--- config.mk ---
export PLATFORM = sky130hd
export DESIGN_NAME = aes_axis_request_master
export DESIGN_NICKNAME = d
export VERILOG_FILES = /design/src/rtl/aes_axis_request_master.sv
export SDC_FILE = /design/constraint.sdc
export NUM_CORES = 1
export LEC_CHECK = 0
export BUFFER_PORTS_ARGS = -buffer_cell sky130_fd_sc_hd__buf_2
export CAP_MARGIN = 20
export CORE_MARGIN = 4
export CORE_UTILIZATION = 28
export DETAILED_ROUTE_END_ITERATION = 6
export PLACE_DENSITY = 0.49
export SLEW_MARGIN = 20
export SYNTH_ARGS = -nofsm -noshare
export SYNTH_HDL_FRONTEND = slang
export SYNTH_SLANG_ARGS = --single-unit
--- constraint.sdc ---
create_clock -name clk -period 5.9 [get_ports clk]
set_input_delay 1.18 -clock clk [delete_from_list [all_inputs] [get_ports clk]]
set_output_delay 1.18 -clock clk [all_outputs]
set_load 0.02 [all_outputs]
--- src/rtl/aes_axis_request_master.sv ---
// Host-side stream master for the AES accelerator: serialises one block+key request
// onto m00, then collects the result packet from s00 into a single parallel response.
module aes_axis_request_master #(
    parameter int C_AXIS_TDATA_WIDTH = 32,
    parameter int BLK_WORDS          = 4,
    parameter int KEY_WORDS          = 4,
    parameter int RESP_WORDS         = 4
) (
    input  logic                                 clk,
    input  logic                                 reset,
    input  logic                                 req_valid,
    output logic                                 req_ready,
    input  logic [0:BLK_WORDS*C_AXIS_TDATA_WIDTH-1]  req_plaintext,
    input  logic [0:KEY_WORDS*C_AXIS_TDATA_WIDTH-1]  req_key,
    output logic                                 m00_axis_tvalid,
    output logic [C_AXIS_TDATA_WIDTH-1:0]        m00_axis_tdata,
    output logic [C_AXIS_TDATA_WIDTH/8-1:0]      m00_axis_tstrb,
    output logic                                 m00_axis_tlast,
    input  logic                                 m00_axis_tready,
    input  logic                                 s00_axis_tvalid,
    input  logic [C_AXIS_TDATA_WIDTH-1:0]        s00_axis_tdata,
    input  logic [C_AXIS_TDATA_WIDTH/8-1:0]      s00_axis_tstrb,
    input  logic                                 s00_axis_tlast,
    output logic                                 s00_axis_tready,
    output logic                                 resp_valid,
    input  logic                                 resp_ready,
    output logic [0:RESP_WORDS*C_AXIS_TDATA_WIDTH-1] resp_data,
    output logic                                 resp_err
);
    localparam int W        = C_AXIS_TDATA_WIDTH;
    localparam int TX_WORDS = BLK_WORDS + KEY_WORDS;
    localparam int TX_IW    = (TX_WORDS > 1) ? $clog2(TX_WORDS) : 1;
    localparam int RX_IW    = (RESP_WORDS > 1) ? $clog2(RESP_WORDS) : 1;
    localparam logic [TX_IW-1:0] TX_LAST = TX_IW'(TX_WORDS - 1);
    localparam logic [RX_IW-1:0] RX_LAST = RX_IW'(RESP_WORDS - 1);

    typedef enum logic [1:0] {IDLE, SEND, RECV, DONE} state_t;

    state_t                   state_reg, state_next;
    logic [TX_IW-1:0]         tx_idx_reg;
    logic [RX_IW-1:0]         rx_idx_reg;
    logic [0:TX_WORDS*W-1]    tx_buf_reg;
    logic [W-1:0]             resp_word_reg [RESP_WORDS];
    logic                     resp_err_reg;
    logic [W-1:0]             tx_words [TX_WORDS];

    logic accept, tx_fire, rx_fire, tx_final, rx_final;
    logic unused_tstrb;

    assign unused_tstrb = ^s00_axis_tstrb;
    assign accept   = req_valid && req_ready;
    assign tx_fire  = m00_axis_tvalid && m00_axis_tready;
    assign rx_fire  = s00_axis_tvalid && s00_axis_tready;
    assign tx_final = tx_fire && (tx_idx_reg == TX_LAST);
    // The result packet ends on TLAST or when the response buffer is full, whichever comes first.
    assign rx_final = rx_fire && (s00_axis_tlast || (rx_idx_reg == RX_LAST));

    generate
        for (genvar gi = 0; gi < TX_WORDS; gi++) begin : g_tx_words
            assign tx_words[gi] = tx_buf_reg[gi*W +: W];
        end
        for (genvar gi = 0; gi < RESP_WORDS; gi++) begin : g_resp_words
            assign resp_data[gi*W +: W] = resp_word_reg[gi];
        end
    endgenerate

    always_ff @(posedge clk) begin
        if (reset) begin
            state_reg <= IDLE;
        end else begin
            state_reg <= state_next;
        end
    end

    always_comb begin
        state_next = state_reg;
        case (state_reg)
            IDLE: if (accept)     state_next = SEND;
            SEND: if (tx_final)   state_next = RECV;
            RECV: if (rx_final)   state_next = DONE;
            DONE: if (resp_ready) state_next = IDLE;
            default:              state_next = IDLE;
        endcase
    end

    always_comb begin
        req_ready       = (state_reg == IDLE);
        m00_axis_tvalid = (state_reg == SEND);
        m00_axis_tdata  = (state_reg == SEND) ? tx_words[tx_idx_reg] : '0;
        m00_axis_tlast  = (state_reg == SEND) && (tx_idx_reg == TX_LAST);
        m00_axis_tstrb  = '1;
        s00_axis_tready = (state_reg == RECV);
        resp_valid      = (state_reg == DONE);
        resp_err        = resp_err_reg;
    end

    always_ff @(posedge clk) begin
        if (reset) begin
            tx_idx_reg   <= '0;
            rx_idx_reg   <= '0;
            tx_buf_reg   <= '0;
            resp_err_reg <= 1'b0;
            for (int i = 0; i < RESP_WORDS; i++) begin
                resp_word_reg[i] <= '0;
            end
        end else begin
            if (accept) begin
                tx_idx_reg   <= '0;
                rx_idx_reg   <= '0;
                tx_buf_reg   <= {req_plaintext, req_key};
                resp_err_reg <= 1'b0;
                for (int i = 0; i < RESP_WORDS; i++) begin
                    resp_word_reg[i] <= '0;
                end
            end
            if (tx_fire && !tx_final) begin
                tx_idx_reg <= tx_idx_reg + 1'b1;
            end
            if (rx_fire) begin
                resp_word_reg[rx_idx_reg] <= s00_axis_tdata;
                // Short packet (early TLAST) or long packet (no TLAST on the final slot).
                if (s00_axis_tlast != (rx_idx_reg == RX_LAST)) begin
                    resp_err_reg <= 1'b1;
                end
                if (!rx_final) begin
                    rx_idx_reg <= rx_idx_reg + 1'b1;
                end
            end
        end
    end
endmodule

# Word-level counts from Yosys, hierarchy flattened

Memories as Yosys holds them, arrays and structs flattened.
Index checks and enable logic that the tools add are counted.

Memories: 1
Logic and storage cells: 69
Input port bits: 299
Register bits: 264
Output and inout bits: 170
Bits in writable memories: 128

Memory list:

| name          | depth | bits a word | rd ports | clocked after memory_dff | wr ports | RTL line | text |
|---|---|---|---|---|---|---|---|
| resp_word_reg | 4     | 32          | 4        | 0                        | 4        | 43       | `logic [W-1:0] resp_word_reg [RESP_WORDS];` |

Mux-type cells: 32
Reductions and logical operators: 13
Bitwise gates (word level): 5
Add/sub/neg operators: 2
Order comparisons: 1
Equality and inequality tests: 10

Operators with widths:

| cell                  | count |
|---|---|
| $mux W32              | 8 |
| $bmux W32 S3          | 1 |
| $reduce_or A32 Y1     | 1 |
| $mux W2               | 8 |
| $mux W1               | 12 |
| $ne A2 B1 Y1 const B  | 4 |
| $pmux W2 S4           | 1 |
| $logic_and A1 B1 Y1   | 7 |
| $eq A2 B2 Y1 const B  | 3 |
| $mux W3               | 2 |
| $ge A4 B4 Y1 const B  | 1 |
| $not A3 Y4            | 1 |
| $or A1 B1 Y1          | 4 |
| $reduce_and A4 Y1     | 1 |
| $add A3 B1 Y3 const B | 1 |
| $eq A3 B3 Y1 const B  | 1 |
| $add A2 B1 Y2 const B | 1 |
| $eq A2 B1 Y1 const B  | 1 |
| $logic_not A2 Y1      | 1 |
| $reduce_bool A2 Y1    | 1 |
| $logic_not A1 Y1      | 1 |
| $logic_or A1 B1 Y1    | 1 |
| $ne A1 B1 Y1          | 1 |

# Depth between registers and ports, before layout

Depth after elaboration: 7
Gate-level depth with buffers: 8
Gate-level depth less buffers: 6

# Least setup slack after synthesis

No wires, ideal clock.

Path kind: input port to flip-flop
Start point: input port req_valid
End point: memory resp_word_reg[0][0] (netlist name), enable pin
Setup time: 390 ps
Path slack: 3046 ps
Cell stages on the path: 4
Arrival time: 2464 ps
Path through: and2_1 buf_2 clkbuf_1 or3_1

RTL lines:

| element         | RTL line | text |
|---|---|---|
| start, declared | 11       | `input logic req_valid,` |
| end, declared   | 43       |  |

# Worst setup path after layout

Start point: register tx_idx_reg[0]
End point: output port m00_axis_tdata[14]

Longest elaborated chain between the ends: 5

RTL lines:

| element                                     | RTL line | text |
|---|---|---|
| start, declared                             | 40       | `logic [TX_IW-1:0] tx_idx_reg;` |
| start signal, assigned                      | 117      | `tx_idx_reg <= tx_idx_reg + 1'b1;` |
| $not A3 Y4 (not written as such)            | 89       | `m00_axis_tdata = (state_reg == SEND) ? tx_words[tx_idx_reg] : '0;` |
| $bmux W32 S3                                | 89       |  |
| $mux W32 (not written as such) (2 in a row) | 89       |  |
| $mux W32                                    | 89       |  |
| end, declared                               | 16       | `output logic [C_AXIS_TDATA_WIDTH-1:0] m00_axis_tdata,` |

No other way between the ends. The select of a mux whose other input is x is not followed.

==> summary by stage <==
Yosys
Of the synthesized area, sequential elements account for 57.5%. The cell area that synthesis handed to floorplanning was 15900 um^2. Synthesis handed over a netlist of 1575 instances. The Yosys step of the flow raised 0 warnings.

The post-synthesis sequential element count is 392. The average instance area after synthesis is 10.1 um^2. The number of different library cells used by synthesis comes to 31.

Die
In this run the vertical extent of the chip is 246 um. The initial utilization of the core area, before any placement, comes to 28.2%. The full die area is 60600 um^2. The horizontal die dimension is 246 um. The number of rows in the core area is 87. The I/O pin total is 469.

The core box area is 56300 um^2.

Routing
After detailed routing, the number of vias per cell comes to 4.60. Dividing the detail-routed wire length by the instance count gives 19.7 um. After detailed routing, the number of remaining DRC violations is 0. The count of routing violations after the opening detailed-route iteration is 597.

The count of antenna-violating nets left after detailed routing is 0. The total via count in the routed design is 12817. The pre-antenna-repair detailed-routing pass consisted of 5 iterations. The final layout contains routed wiring with a total length of 54.8 mm.

Clock tree
The buffer type at the clock tree root is sky130_fd_sc_hd__clkbuf_16. The number of post-CTS setup repair buffers is 0. In this run, post-CTS hold repair placed 0 buffers. TritonCTS built the clock tree.

The clock drives 392 sinks. After clock tree synthesis, the repair step resized 0 gates. The H-tree generated during clock tree synthesis spans 2 levels. The clock buffer count from CTS is 46. The clock insertion delay at the later pin of the skew report is 0.59 ns.

Clock-pin slew was measured on the worst setup and hold paths at 0.06 ns. The clock passes through at most 3 buffers.

Global route
The first global-routing pass estimated 80.0 mm of wire. The global routing's busiest layer is met2. The largest net degree at the start of global routing is 147.

The routing usage on met3 is 5.87%. The initial antenna violation count is 31. Global routing used 17.3% of the available tracks across all layers. The number of global-route vias before repair is 12729. The met1 track utilization from global routing is 21.3%. Global routing consumed, on the met2 layer, 29.1% of the routing resources.

The global-route congestion overflow total is 0.

Worst setup path
The path type of the worst setup path is reg2out. The type of origin of the critical path is a flip-flop. The depth of the worst register-to-register path is 7. The arrival time reported for the critical path endpoint is 2.92 ns.

The end of the worst register-to-register path is resp_word_reg[1][9]. The kind of capture point of the worst setup path is a primary output. The register-to-register path setup slack is 3.34 ns. The required time at the worst-slack endpoint is 4.72 ns. Of all nets on the critical path, the largest fanout is 41. The startpoint of the worst register-to-register path is state_reg[0].

Timing
Setup violations remaining at the end of the flow were counted as 0. Setup total negative slack on the finished layout was measured at 0 ns. Clock skew on the completed layout was measured at 0.0231 ns. The max-slew violation count is 0. Based on the critical path, the design can be clocked at up to 0.244 GHz. The period utilization is 69.4%.

The headroom to the max-slew limit is 33.4%. Setup repair after global routing left no endpoint under its margin. The final-report hold violation count was 0. The pin slew with the least headroom to its limit is 0.997 ns. The clock period could shrink to 4.10 ns.

Cells and area
The layout has 5866 filler cells. In the final design database the tool counted 2291 nets. The post-route netlist has 31.2% of its cells at a drive strength greater than 1. The post-layout instance area is 20400 um^2. The flip-flop count of the largest register after layout is 256. The area growth from synthesis to layout is 28.2%. The commonest non-fill, non-tap cell in the layout is sky130_fd_sc_hd__nand2_1.

The top cell types in the final layout, fill and taps aside, are 517 x sky130_fd_sc_hd__nand2_1, 459 x sky130_fd_sc_hd__buf_2, 262 x sky130_fd_sc_hd__dfxtp_1.

Hold path
The worst hold path class is reg2reg. The depth of the worst hold-timing path is 2. The worst hold path startpoint is tx_buf_reg[37]. The path with the worst hold slack has its endpoint at tx_buf_reg[37].

Flow run
The number of maximum-capacitance constraint violations is 0.

Placement
The detailed placement HPWL is 39.0 mm. The global placer's final weighted congestion is 0.802. In this run the tool buffered the top-level ports with 460 buffer cells. Summing all placed instances gives a cell area of 18800 um^2.

Power
The leakage power total is 8.41 nW. Overall power consumption after layout is estimated at 0.00864 W. The maximum resistive drop on vdd is 0.239 mV. In this run the power density over the cells is 424 nW/um^2.

Outcome
The flow ran to the end, and the final reports show no timing, DRC or antenna violations.
==> power by group <==
part,internal [W],switching [W],total [W]
clock network,0.00169,0.00118,0.00287
registers,0.00334,0.000258,0.00360
logic,0.000716,0.00145,0.00217
total,0.00575,0.00289,0.00864
==> worst max-delay path: stages (launching register included) <==
cell and delay (ns):
sky130_fd_sc_hd__dfxtp_4 0.93, sky130_fd_sc_hd__buf_4 0.40, sky130_fd_sc_hd__mux4_2 0.58, sky130_fd_sc_hd__a22o_1 0.25, sky130_fd_sc_hd__buf_2 0.17
==> kinds of logic (layout without fill, tap and decap cells) <==
family | count (synthesis) | after routing | share of synthesized area [%]
AOI/OAI and AO/OA | 298 | 298 | 10.3
adders and majority gates | 12 | 12 | 0.946
buffers and inverters | 133 | 571 | 3.66
DFF | 392 | 392 | 57.5
muxes | 65 | 65 | 9.14
other | 1 | 18 | 0.0236
and+or+nand+nor | 674 | 674 | 18.5
==> layer usage <==
layer | wire [um] | vias to the layer above
met5 | 189 | -
met4 | 1280 | 32
met3 | 4400 | 103
met2 | 26700 | 362
met1 | 22200 | 6141
li1 | - | 6179
==> cells in the mapped netlist (all sizes together) <==
cell type | number | area share (%)
a21oi | 261 | 8.2
nand2 | 518 | 12
a41oi | 1 | 0.055
buf | 45 | 1.6
and2 | 131 | 5.2
mux2i | 1 | 0.063
nor3 | 1 | 0.063
edfxtp | 128 | 24
o2111ai | 1 | 0.055
dfxtp | 264 | 33
nor2b | 2 | 0.079
nand2b | 4 | 0.16
a22o | 32 | 1.8
nand4 | 1 | 0.039
a21boi | 1 | 0.047
or3 | 4 | 0.16
mux4 | 64 | 9.1
inv | 8 | 0.19
nor2 | 2 | 0.047
clkbuf | 80 | 1.9
nand3 | 6 | 0.19
nand3b | 1 | 0.047
a32oi | 1 | 0.055
nor3b | 3 | 0.24
a21bo | 1 | 0.063
and3b | 1 | 0.055
conb | 1 | 0.024
ha | 12 | 0.95
==> worst max path at each step <==
| stage | depth (start not counted) | startpoint | end | slack, ns |
|---|---|---|---|---|
| after global routing | 4 | tx_idx_reg[0] | m00_axis_tdata[14] | 1.61 |
| after CTS | 4 | tx_idx_reg[0] | m00_axis_tdata[31] | 1.70 |
| after floorplan | 4 | req_valid | resp_word_reg[0][0] | 3.05 |
| final | 4 | tx_idx_reg[0] | m00_axis_tdata[14] | 1.80 |
| after detailed placement | 4 | tx_idx_reg[0] | m00_axis_tdata[31] | 2.35 |
| after global placement | 4 | tx_idx_reg[0] | m00_axis_tdata[14] | 2.33 |
==> area by class of cell <==
type,instances,area [um^2],share of cell area (%)
sequential,392,9140,44.9
multi-input combinational,1053,6200,30.4
timing repair buffer,479,2480,12.2
clock buffer,62,1290,6.35
tap,756,946,4.65
clock inverter,22,241,1.19
antenna,14,35.0,0.172
inverter,8,30.0,0.147
==> per-stage QoR <==
stage          setup WS, ns  instances  utilization [%]  hold slack, ns
2_1_floorplan          3.05       1578                -           0.433
3_5_place_dp           2.35       2688             33.4           0.444
5_1_grt                1.61       2780             36.2           0.467
3_3_place_gp           2.33       2688             33.4           0.439
6_report               1.80       2786             36.2           0.451
4_1_cts                1.70       2772             36.1           0.452
(Power assumes the default switching activity.)
